==> config.mk <==
export PLATFORM = sky130hd
export DESIGN_NAME = mpsoc_bb_ext_arbiter_flat
export DESIGN_NICKNAME = d
export VERILOG_FILES = /design/src/rtl/mpsoc_bb_ext_arbiter_if.sv /design/src/rtl/mpsoc_bb_ext_arbiter.sv /design/src/flat_wrapper.sv
export SDC_FILE = /design/constraint.sdc
export NUM_CORES = 1
export LEC_CHECK = 0
export ABC_AREA = 1
export CORE_AREA = 2 2 348 350
export CTS_CLUSTER_SIZE = 16
export DETAILED_ROUTE_END_ITERATION = 12
export DIE_AREA = 0 0 350 352
export GPL_TIMING_DRIVEN = 0
export REMOVE_ABC_BUFFERS = 1
export SYNTH_ARGS = -nofsm -noshare
export SYNTH_HDL_FRONTEND = slang
export SYNTH_SLANG_ARGS = --single-unit
==> constraint.sdc <==
create_clock -name clk -period 4.3 [get_ports clk]
set_clock_uncertainty 0.2 [all_clocks]
set_input_delay 0.86 -clock clk [delete_from_list [all_inputs] [get_ports clk]]
set_output_delay 0.86 -clock clk [all_outputs]
set_load 0.05 [all_outputs]
==> src/rtl/mpsoc_bb_ext_arbiter_if.sv <==
// ---------------------------------------------------------------------------
// mpsoc_bb_ext_arbiter_if
// Bundles the per-tile Blackbone request buses and the single shared memory
// port that the round-robin arbiter multiplexes them onto.
//   bb_ext_addr_i / din_i / en_i / we_i : per-node request (NODES lanes)
//   bb_ext_dout_o / ack_o               : per-node response (broadcast data,
//                                         one-hot ack)
//   mem_addr / mem_din / mem_en / mem_we: shared memory request
//   mem_dout                            : shared memory read data
// Modports: master = arbiter view, slave = tiles + memory view.
// ---------------------------------------------------------------------------
interface mpsoc_bb_ext_arbiter_if #(
  parameter int AW    = 32,
  parameter int DW    = 32,
  parameter int NODES = 8
);
  logic [NODES-1:0][AW-1:0] bb_ext_addr_i;
  logic [NODES-1:0][DW-1:0] bb_ext_din_i;
  logic [NODES-1:0]         bb_ext_en_i;
  logic [NODES-1:0]         bb_ext_we_i;
  logic [NODES-1:0][DW-1:0] bb_ext_dout_o;
  logic [NODES-1:0]         bb_ext_ack_o;

  logic [AW-1:0]            mem_addr;
  logic [DW-1:0]            mem_din;
  logic                     mem_en;
  logic                     mem_we;
  logic [DW-1:0]            mem_dout;

  modport master (
    input  bb_ext_addr_i, bb_ext_din_i, bb_ext_en_i, bb_ext_we_i, mem_dout,
    output bb_ext_dout_o, bb_ext_ack_o, mem_addr, mem_din, mem_en, mem_we
  );

  modport slave (
    output bb_ext_addr_i, bb_ext_din_i, bb_ext_en_i, bb_ext_we_i, mem_dout,
    input  bb_ext_dout_o, bb_ext_ack_o, mem_addr, mem_din, mem_en, mem_we
  );
endinterface

==> src/rtl/mpsoc_bb_ext_arbiter.sv <==
// ---------------------------------------------------------------------------
// mpsoc_bb_ext_arbiter
// Round-robin arbiter sharing one external Blackbone memory port among NODES
// mesh tiles. One transaction at a time: IDLE -> ISSUE -> (WAIT) -> ACK.
// Reads see mem_dout RD_LAT cycles after the mem_en cycle.
// Ports:
//   clk  : system clock
//   rst  : asynchronous active-low reset
//   bus  : mpsoc_bb_ext_arbiter_if.master (per-node requests, shared memory)
// ---------------------------------------------------------------------------
module mpsoc_bb_ext_arbiter #(
  parameter int AW     = 32,
  parameter int DW     = 32,
  parameter int NODES  = 8,
  parameter int RD_LAT = 2
) (
  input  logic                   clk,
  input  logic                   rst,
  mpsoc_bb_ext_arbiter_if.master bus
);

  localparam int PW = (NODES > 1) ? $clog2(NODES) : 1;
  localparam int CW = (RD_LAT > 1) ? $clog2(RD_LAT) : 1;

  typedef enum logic [1:0] {IDLE, ISSUE, WAIT, ACK} state_t;

  state_t           state_q;
  logic [PW-1:0]    ptr_q;
  logic [PW-1:0]    gnt_q;
  logic [PW-1:0]    gnt_d;
  logic [PW-1:0]    idx;
  logic             req_any;
  logic [CW-1:0]    cnt_q;
  logic [DW-1:0]    rdata_q;
  logic [AW-1:0]    mem_addr_q;
  logic [DW-1:0]    mem_din_q;
  logic             mem_en_q;
  logic             mem_we_q;
  logic [NODES-1:0] ack_q;

  // Rotating priority: scan from the farthest offset down to offset 0 so the
  // last hit (closest at/after ptr) wins.
  always_comb begin
    gnt_d   = ptr_q;
    idx     = '0;
    req_any = 1'b0;
    for (int i = NODES - 1; i >= 0; i--) begin
      idx = PW'((int'(ptr_q) + i) % NODES);
      if (bus.bb_ext_en_i[idx]) begin
        gnt_d   = idx;
        req_any = 1'b1;
      end
    end
  end

  // The mem_* registers double as the request registers: they are loaded
  // when a grant is made and hold afterwards, only mem_en qualifies them.
  always_ff @(posedge clk or negedge rst) begin
    if (!rst) begin
      state_q    <= IDLE;
      ptr_q      <= '0;
      gnt_q      <= '0;
      cnt_q      <= '0;
      rdata_q    <= '0;
      mem_addr_q <= '0;
      mem_din_q  <= '0;
      mem_en_q   <= 1'b0;
      mem_we_q   <= 1'b0;
      ack_q      <= '0;
    end else begin
      mem_en_q <= 1'b0;
      ack_q    <= '0;
      case (state_q)
        IDLE: begin
          if (req_any) begin
            gnt_q      <= gnt_d;
            mem_addr_q <= bus.bb_ext_addr_i[gnt_d];
            mem_din_q  <= bus.bb_ext_din_i[gnt_d];
            mem_we_q   <= bus.bb_ext_we_i[gnt_d];
            mem_en_q   <= 1'b1;
            state_q    <= ISSUE;
          end
        end
        ISSUE: begin
          if (mem_we_q) begin
            ack_q[gnt_q] <= 1'b1;
            state_q      <= ACK;
          end else begin
            // Reads always spend RD_LAT cycles in WAIT so the capture edge is
            // the end of cycle issue+RD_LAT, where mem_dout is valid; this
            // keeps the read-to-read spacing at RD_LAT+3 for every latency.
            cnt_q   <= CW'(RD_LAT - 1);
            state_q <= WAIT;
          end
        end
        WAIT: begin
          if (cnt_q == '0) begin
            rdata_q      <= bus.mem_dout;
            ack_q[gnt_q] <= 1'b1;
            state_q      <= ACK;
          end else begin
            cnt_q <= cnt_q - 1'b1;
          end
        end
        ACK: begin
          ptr_q   <= (int'(gnt_q) == NODES - 1) ? '0 : gnt_q + 1'b1;
          state_q <= IDLE;
        end
        default: state_q <= IDLE;
      endcase
    end
  end

  assign bus.mem_addr      = mem_addr_q;
  assign bus.mem_din       = mem_din_q;
  assign bus.mem_en        = mem_en_q;
  assign bus.mem_we        = mem_we_q;
  assign bus.bb_ext_ack_o  = ack_q;
  assign bus.bb_ext_dout_o = {NODES{rdata_q}};

endmodule

==> src/flat_wrapper.sv <==
// flat-port wrapper written by rule: the top's interface ports become plain ports
module mpsoc_bb_ext_arbiter_flat 
#(
  parameter int AW     = 32,
  parameter int DW     = 32,
  parameter int NODES  = 8,
  parameter int RD_LAT = 2
)
  (clk, rst, bus_bb_ext_addr_i, bus_bb_ext_din_i, bus_bb_ext_en_i, bus_bb_ext_we_i, bus_mem_dout, bus_bb_ext_dout_o, bus_bb_ext_ack_o, bus_mem_addr, bus_mem_din, bus_mem_en, bus_mem_we);
  mpsoc_bb_ext_arbiter_if #(.AW(AW), .DW(DW), .NODES(NODES)) bus_i ();
  input  logic clk;
  input  logic rst;
  input wire logic [$bits(bus_i.bb_ext_addr_i)-1:0] bus_bb_ext_addr_i;
  input wire logic [$bits(bus_i.bb_ext_din_i)-1:0] bus_bb_ext_din_i;
  input wire logic [$bits(bus_i.bb_ext_en_i)-1:0] bus_bb_ext_en_i;
  input wire logic [$bits(bus_i.bb_ext_we_i)-1:0] bus_bb_ext_we_i;
  input wire logic [$bits(bus_i.mem_dout)-1:0] bus_mem_dout;
  output wire logic [$bits(bus_i.bb_ext_dout_o)-1:0] bus_bb_ext_dout_o;
  output wire logic [$bits(bus_i.bb_ext_ack_o)-1:0] bus_bb_ext_ack_o;
  output wire logic [$bits(bus_i.mem_addr)-1:0] bus_mem_addr;
  output wire logic [$bits(bus_i.mem_din)-1:0] bus_mem_din;
  output wire logic [$bits(bus_i.mem_en)-1:0] bus_mem_en;
  output wire logic [$bits(bus_i.mem_we)-1:0] bus_mem_we;
  assign bus_i.bb_ext_addr_i = bus_bb_ext_addr_i;
  assign bus_i.bb_ext_din_i = bus_bb_ext_din_i;
  assign bus_i.bb_ext_en_i = bus_bb_ext_en_i;
  assign bus_i.bb_ext_we_i = bus_bb_ext_we_i;
  assign bus_i.mem_dout = bus_mem_dout;
  assign bus_bb_ext_dout_o = bus_i.bb_ext_dout_o;
  assign bus_bb_ext_ack_o = bus_i.bb_ext_ack_o;
  assign bus_mem_addr = bus_i.mem_addr;
  assign bus_mem_din = bus_i.mem_din;
  assign bus_mem_en = bus_i.mem_en;
  assign bus_mem_we = bus_i.mem_we;
  mpsoc_bb_ext_arbiter #(.AW(AW), .DW(DW), .NODES(NODES), .RD_LAT(RD_LAT)) u_core (.clk(clk), .rst(rst), .bus(bus_i));
endmodule
==> results.txt, run 1 <==
Hold/Removal Path Class = in -> async
crit path time final = 4.00 ns
async set or reset register ratio after synthesis = 100%
Synth Area in Compound Gates = 0.882%
Layout area overhead = 79.8%
crit path DAT = 4.17 ns
multiplexer share of the synthesized area = 2.92%
Ports = 892
DR WL/cell = 17.3 µm
largest net degree at the start of global routing = 98
Die W = 350 µm
final-report hold violation count = 0
Die Y = 352 µm
CTS sink count = 115
Num CTS Buffers = 17
main flop type after synthesis = dfrtp_1
final std cells w/o fill = 4268
Critical Path Slowest Stage Cell = dfrtp_2
Worst path depth = 18
final worst-path cycle share = 93.0%
core area = 119000 µm²
R2R cell count = 18
fraction of the mapped netlist area in simple logic gates = 50.7%
global-route wire length before repair = 102000 µm
Synth Register Bits = 115
TritonRoute pass-1 iters = 5
Overall Global Routing Usage = 11.4%
Worst Setup End Kind = flip-flop
mapped cell area = 12300 µm²
register area share after synthesis = 23.3%
die area = 123000 µm²
Via density = 3.66
worst path bufs/invs = 5
Worst R2R End = u_core.bus.mem_addr[0]$_DFFE_PN0P_
CTS tree = built
Initial Util = 10.3%
Worst Tran Pin Value = 0.933 ns
DP Cell Count = 4215
drt drc = 0
DRT antenna net count = 0
crit-path cells = inv_4, ha_1, inv_1, nand3_1, nand3_1, a21oi_1, nor2_1, nor2_1, o21bai_1, nand3_1, nand2_1, nand2_8, buf_16, inv_8, buf_16, nand3_1, nand3_1, nand2_1
maximum buffer depth of the clock tree = 2
reg2reg start = u_core.ptr_q[0]$_DFFE_PN0N_
post-synthesis cell type count = 26
Worst R2R Setup Slack = 0.30 ns
CP delay by family, top = buffers and inverters
Final Wtd Congestion = 0.880
initial antenna violation count = 6
vias in the first global route = 15200
Post-synth EDFFs = 0
Syn. warnings = 0
status = complete, no violations
Synth Instances = 2065
initial DRC count = 1022
kind of critical path = reg -> reg
fin. max-slew vios = 0
WL final = 73900 µm
share of cells above drive strength 1 = 4.94%
fmax = 0.250 GHz
CP Max Fanout = 42
XOR/XNOR Fraction of Synth Area = 0.142%
Critical Path Max Stage Delay = 0.43 ns
main combinational cell family by area after synthesis = simple AND/OR/NAND/NOR gates
Adder-Cell Fraction of Synth Area = 0.811%
Max-Cap Viols = 0
clock root buffer = clkbuf_16
Worst-path clk slew = 0.07 ns
CP Launch Point = u_core.ptr_q[0]$_DFFE_PN0N_
grt ovf = 0
final layout net count = 3209
routed vias = 15600
Placement Rows = 127
cell mode on critical path = nand3_1
H-tree levels = 4
worst skew pair latency = 0.48 ns
worst endpoint required time = 4.47 ns
Setup Viol. Count Final = 0
syn_area_per_cell = 5.98 µm²
Critical Path Source Type = flip-flop
dpl hpwl = 55700 µm
Max-Slew Margin vs Limit = 37.6%
worst setup path end = u_core.bus.mem_addr[0]$_DFFE_PN0P_
port bufs = 891
[how the worst min path moves through the flow]
stage                                                   start                             endpoint  slack (ns)
after global placement    u_core.bus.mem_addr[26]$_DFFE_PN0P_  u_core.bus.mem_addr[26]$_DFFE_PN0P_        0.26
after detailed placement  u_core.bus.mem_addr[19]$_DFFE_PN0P_  u_core.bus.mem_addr[19]$_DFFE_PN0P_        0.27
final                                                     rst       u_core.rdata_q[29]$_DFFE_PN0P_        0.10
after CTS                                                 rst       u_core.rdata_q[29]$_DFFE_PN0P_        0.08
after global routing                                      rst       u_core.rdata_q[29]$_DFFE_PN0P_        0.11
after floorplan                      u_core.cnt_q$_DFFE_PN0P_             u_core.cnt_q$_DFFE_PN0P_        0.32
[per-stage QoR]
stage / instance area, µm² / hold WS (ns) / setup slack (ns) / utilization (%) / TNS, ns
floorplan: 9820 / 0.315 / -1.83 / - / -121.69
global placement: 20800 / 0.263 / -10.28 / 17.4 / -1107.81
detailed placement: 21300 / 0.265 / -0.700 / 17.8 / -20.99
CTS: 22100 / 0.0763 / 0.0193 / 18.5 / 0
global route: 22200 / 0.110 / -0.000616 / 18.6 / -0.000970
finish: 22200 / 0.102 / 0.302 / 18.6 / 0
[state kept, by name, summed over array words and instances (netlist names)]
register / cells
u_core.cnt_q: 1
u_core.bus.mem_en: 1
u_core.bus.mem_we: 1
u_core.state_q: 2
u_core.gnt_q: 3
u_core.bus.mem_din: 32
u_core.rdata_q: 32
u_core.ptr_q: 3
u_core.bus.bb_ext_ack_o: 8
u_core.bus.mem_addr: 32
[layer usage]
layer  vias up  wire length [µm]  GRT usage [%]  share of wire (%)
li1       7558                 -              -                  -
met1      7259             31800           13.9                 43
met2       694             34000           18.8                 46
met3       106              5120           2.57                6.9
met4         2              2970           5.53                4.0
met5         -                 7              0             0.0095
[worst reg2reg max path, delay by kind of cell, from the launching register on]
| kind | cells | cell delay, ns |
|---|---|---|
| simple gates | 10 | 1.31 |
| fa+ha+maj | 1 | 0.37 |
| compound gates | 2 | 0.20 |
| flops | 1 | 0.43 |
| buf+inv | 5 | 1.38 |
[cell families after synthesis]
logic type,after synthesis
xor+xnor,2
compound gates,20
buf+inv,399
mux,32
fa+ha+maj,8
flops,115
simple gates,1489
[Yosys cell counts, drive strengths merged, types with 7 or more instances]
cell type	n	area [µm²]
nor2	15	56.3
o21ai	7	35.0
inv	27	101
nand2	979	3700
ha	8	100
mux2	32	360
a21oi	10	53.8
dfrtp	115	2880
clkbuf	22	82.6
nand3	493	2480
buf	350	2440
[layout by cell type (no fill, tap or decap), types with 2 or more instances in the layout]
| master | netlist | routed |
|---|---|---|
| nand2_1 | 973 | 970 |
| clkdlybuf4s50_1 | 0 | 890 |
| nand3_1 | 491 | 485 |
| dfrtp_1 | 115 | 113 |
| mux2_2 | 32 | 32 |
| inv_1 | 20 | 18 |
| clkbuf_16 | 0 | 18 |
| nor2_1 | 15 | 14 |
| buf_16 | 0 | 13 |
| a21oi_1 | 9 | 9 |
| ha_1 | 8 | 8 |
| buf_4 | 227 | 8 |
| o21ai_0 | 7 | 7 |
| nand3_2 | 1 | 6 |
| inv_2 | 7 | 6 |
| buf_12 | 0 | 6 |
| nand2_2 | 4 | 5 |
| clkinvlp_4 | 0 | 5 |
| diode_2 | 0 | 4 |
| nand2_8 | 0 | 4 |
| clkinv_4 | 0 | 4 |
| nand3_4 | 1 | 3 |
| nand2_4 | 2 | 3 |
| bufbuf_16 | 0 | 3 |
| o22ai_1 | 2 | 2 |
| inv_4 | 0 | 2 |
| xnor2_1 | 2 | 2 |
| inv_8 | 0 | 2 |
| clkbuf_8 | 0 | 2 |
| dfrtp_2 | 0 | 2 |
[repair_timing]
| item | CTS | global route |
|---|---|---|
| gates cloned | 7 | 1 |
| pin swaps | 3 | 2 |
| hold buffers | 0 | 0 |
| resized for setup | 8 | 9 |
| buffers inserted | 4 | 5 |
| setup endpoints to repair | 66 | 64 |
[final cells by class]
cell class | count | area, µm²
fillers | 13400 | 97100
clock buffers | 19 | 453
well taps | 1612 | 2020
inverters | 27 | 114
multi-input cells | 1555 | 7000
diodes | 4 | 10.0
repair buffers | 923 | 9600
clock inverters | 13 | 128
flip-flops and latches | 115 | 2880
Power of run 1 is left out: the tool's default activity adds up to more than one toggle a clock period on the data nets, which glitch-free logic cannot reach.
==> inputs of run 2 (changes only) <==
Settings changed: SETUP_SLACK_MARGIN set to 0.1.
==> run 2 against run 1 <==
  * First-iteration DRC count is 1.7% higher
  * Fmax is 1.1% higher
  * Die area stayed put
  * Global-route usage stayed put
  * Final cell count hardly changed
  * Via count is 0.26% higher
  * Sequential cell count stayed put
  * Non-clock buffer count is 2 higher
  * Register-to-register slack better by 0.07 ns
  * Utilization hardly changed
  * Count of clock-buffer cells in the layout stayed put
  * Sequential share of layout area hardly changed
  * Critical path type is now in -> reg
  * Highest routed layer is now met4
==> results.txt, run 2 (synthesis gave the netlist of run 1 again) <==
fin. max-slew vios = 0 (unchanged)
kind of critical path = in -> reg
Final Wtd Congestion = 0.880 (unchanged)
worst path bufs/invs = 5 (unchanged)
clock root buffer = clkbuf_16
vias in the first global route = 15200 (-0.059%)
Via density = 3.67 (+0.19%)
final hold slack = 0.101 ns (-0.000439 ns)
grt ovf = 0 (unchanged)
worst skew pair latency = 0.49 ns (about the same)
CP Max Fanout = 51 (+21%)
Max-Slew Margin vs Limit = 34.0% (-3.6 points)
worst endpoint required time = 4.46 ns (about the same)
Worst Tran Pin Value = 0.986 ns (+0.0537 ns)
most common cell after layout, fill and taps aside = nand2_1
final-report hold violation count = 0 (unchanged)
routed vias = 15700 (+0.26%)
CP Launch Point = bus_bb_ext_en_i[7]
Worst path depth = 19 (+1)
reg2reg start = u_core.ptr_q[0]$_DFFE_PN0N_
Worst Setup End Kind = flip-flop
Placement Rows = 127 (unchanged)
Overall Global Routing Usage = 11.4% (unchanged)
final worst-path cycle share = 92.0% (-0.98 points)
most frequent cells in the layout = nand2_1, clkdlybuf4s50_1, nand3_1
dpl hpwl = 55700 µm (unchanged)
R2R cell count = 23 (+5)
global-route wire length before repair = 102000 µm (about the same)
TritonRoute pass-1 iters = 6 (+1)
Die Y = 352 µm (unchanged)
Num CTS Buffers = 17 (unchanged)
crit path time final = 3.96 ns (-0.0420 ns)
final worst setup slack = 0.344 ns (+0.0420 ns)
Critical Path Slowest Stage Cell = clkdlybuf4s50_1
pre-CTS setup slack = -0.700 ns (unchanged)
port bufs = 891 (unchanged)
Ports = 892 (unchanged)
DRT antenna net count = 0 (unchanged)
final layout net count = 3214 (+0.16%)
Critical Path Source Type = input pin
DP Cell Count = 4215 (unchanged)
Initial Util = 10.3% (unchanged)
share of cells above drive strength 1 = 5.27% (+0.33 points)
final std cells w/o fill = 4271 (+0.070%)
CP delay by family, top = simple AND/OR/NAND/NOR gates
fill cell count = 13400 (-0.0075%)
cell mode on critical path = nand2_1
drt drc = 0 (unchanged)
status = complete, no violations
fmax = 0.253 GHz (+1.1%)
Layout area overhead = 80.2%
H-tree levels = 4 (unchanged)
crit-path cells = clkdlybuf4s50_1, nand2_1, nand3_1, nand3_2, nand2_1, inv_1, nand2_1, nand2_4, nand2_8, buf_16, nand2_8, buf_4, buf_4, nand2_1, nand2_1, nand2_1, nand3_1, nand3_1, nand2_1
WL final = 75400 µm (+2.0%)
initial DRC count = 1039 (+1.7%)
Final Core Density = 18.6% (+0.041 points)
core area = 119000 µm² (unchanged)
maximum buffer depth of the clock tree = 2 (unchanged)
Worst-path clk slew = 0.07 ns (about the same)
unrepaired setup endpoints after global routing = no
CTS tree = built
CTS sink count = 115 (unchanged)
Setup Viol. Count Final = 0 (unchanged)
initial antenna violation count = 5 (-1)
crit path DAT = 4.12 ns (-0.05 ns)
DR WL/cell = 17.6 µm (+1.9%)
Critical Path Max Stage Delay = 0.49 ns (+0.06 ns)
die area = 123000 µm² (unchanged)
Hold/Removal Path Class = in -> async
Hold Buf Count CTS = 0 (unchanged)
Max-Cap Viols = 0 (unchanged)
Die W = 350 µm (unchanged)
largest net degree at the start of global routing = 98 (unchanged)
## run 2: worst paths after layout
| path | endpoint | slack [ns] |
|---|---|---|
| min | u_core.rdata_q[29]$_DFFE_PN0P_ | 0.10 |
| max | u_core.bus.mem_addr[12]$_DFFE_PN0P_ | 0.34 |
| min reg2reg | u_core.bus.mem_addr[19]$_DFFE_PN0P_ | 0.28 |
| max in group asynchronous | u_core.bus.mem_din[22]$_DFFE_PN0P_ | 2.94 |
| min in group clk | u_core.bus.mem_addr[19]$_DFFE_PN0P_ | 0.28 |
| max reg2reg | u_core.bus.mem_addr[12]$_DFFE_PN0P_ | 0.37 |
## run 2: worst register-to-register path, stage by stage (launching register included)
cell,delay [ns]
dfrtp_2,0.43
inv_4,0.20
ha_2,0.38
inv_1,0.17
nand3_1,0.13
nand3_1,0.13
nand2_1,0.11
inv_2,0.08
nand2_1,0.05
nand2_1,0.05
nand2_1,0.06
nand2_2,0.17
nand2_4,0.13
nand2_8,0.12
buf_16,0.22
nand2_8,0.18
buf_4,0.21
buf_4,0.21
nand2_1,0.07
nand2_1,0.04
nand2_1,0.05
nand3_1,0.08
nand3_1,0.25
nand2_1,0.08
## run 2: area by class of cell
class	count	area [µm²]	area share (%)
inverter	27	119	0.534
clock buffer	19	453	2.04
sequential	115	2880	13.0
timing repair buffer	925	9590	43.1
multi-input combinational	1558	7050	31.7
antenna	2	5.00	0.0225
tap	1612	2020	9.07
clock inverter	13	128	0.574
## run 2: metal layers
| layer | GRT usage, % | part of all wire (%) |
|---|---|---|
| met4 | 5.53 | 4.3 |
| met1 | 13.9 | 43 |
| met2 | 18.8 | 45 |
| met3 | 2.57 | 7.5 |
| met5 | 0 | 0 |
## run 2: what timing repair did
| action | CTS | global route |
|---|---|---|
| gates cloned | 7 | 3 |
| setup endpoints to repair | 66 | 63 |
| pin swaps | 4 | 2 |
| resized for setup | 12 | 13 |
| buffers inserted | 8 | 4 |
## run 2: through the flow
stage	setup TNS, ns	instance area (µm²)
after floorplan	-121.69	9820
after global placement	-1107.81	20800
after detailed placement	-20.99	21300
after CTS	0	22100
after global routing	0	22200
final	0	22200
Power of run 2 is left out for the same reason.
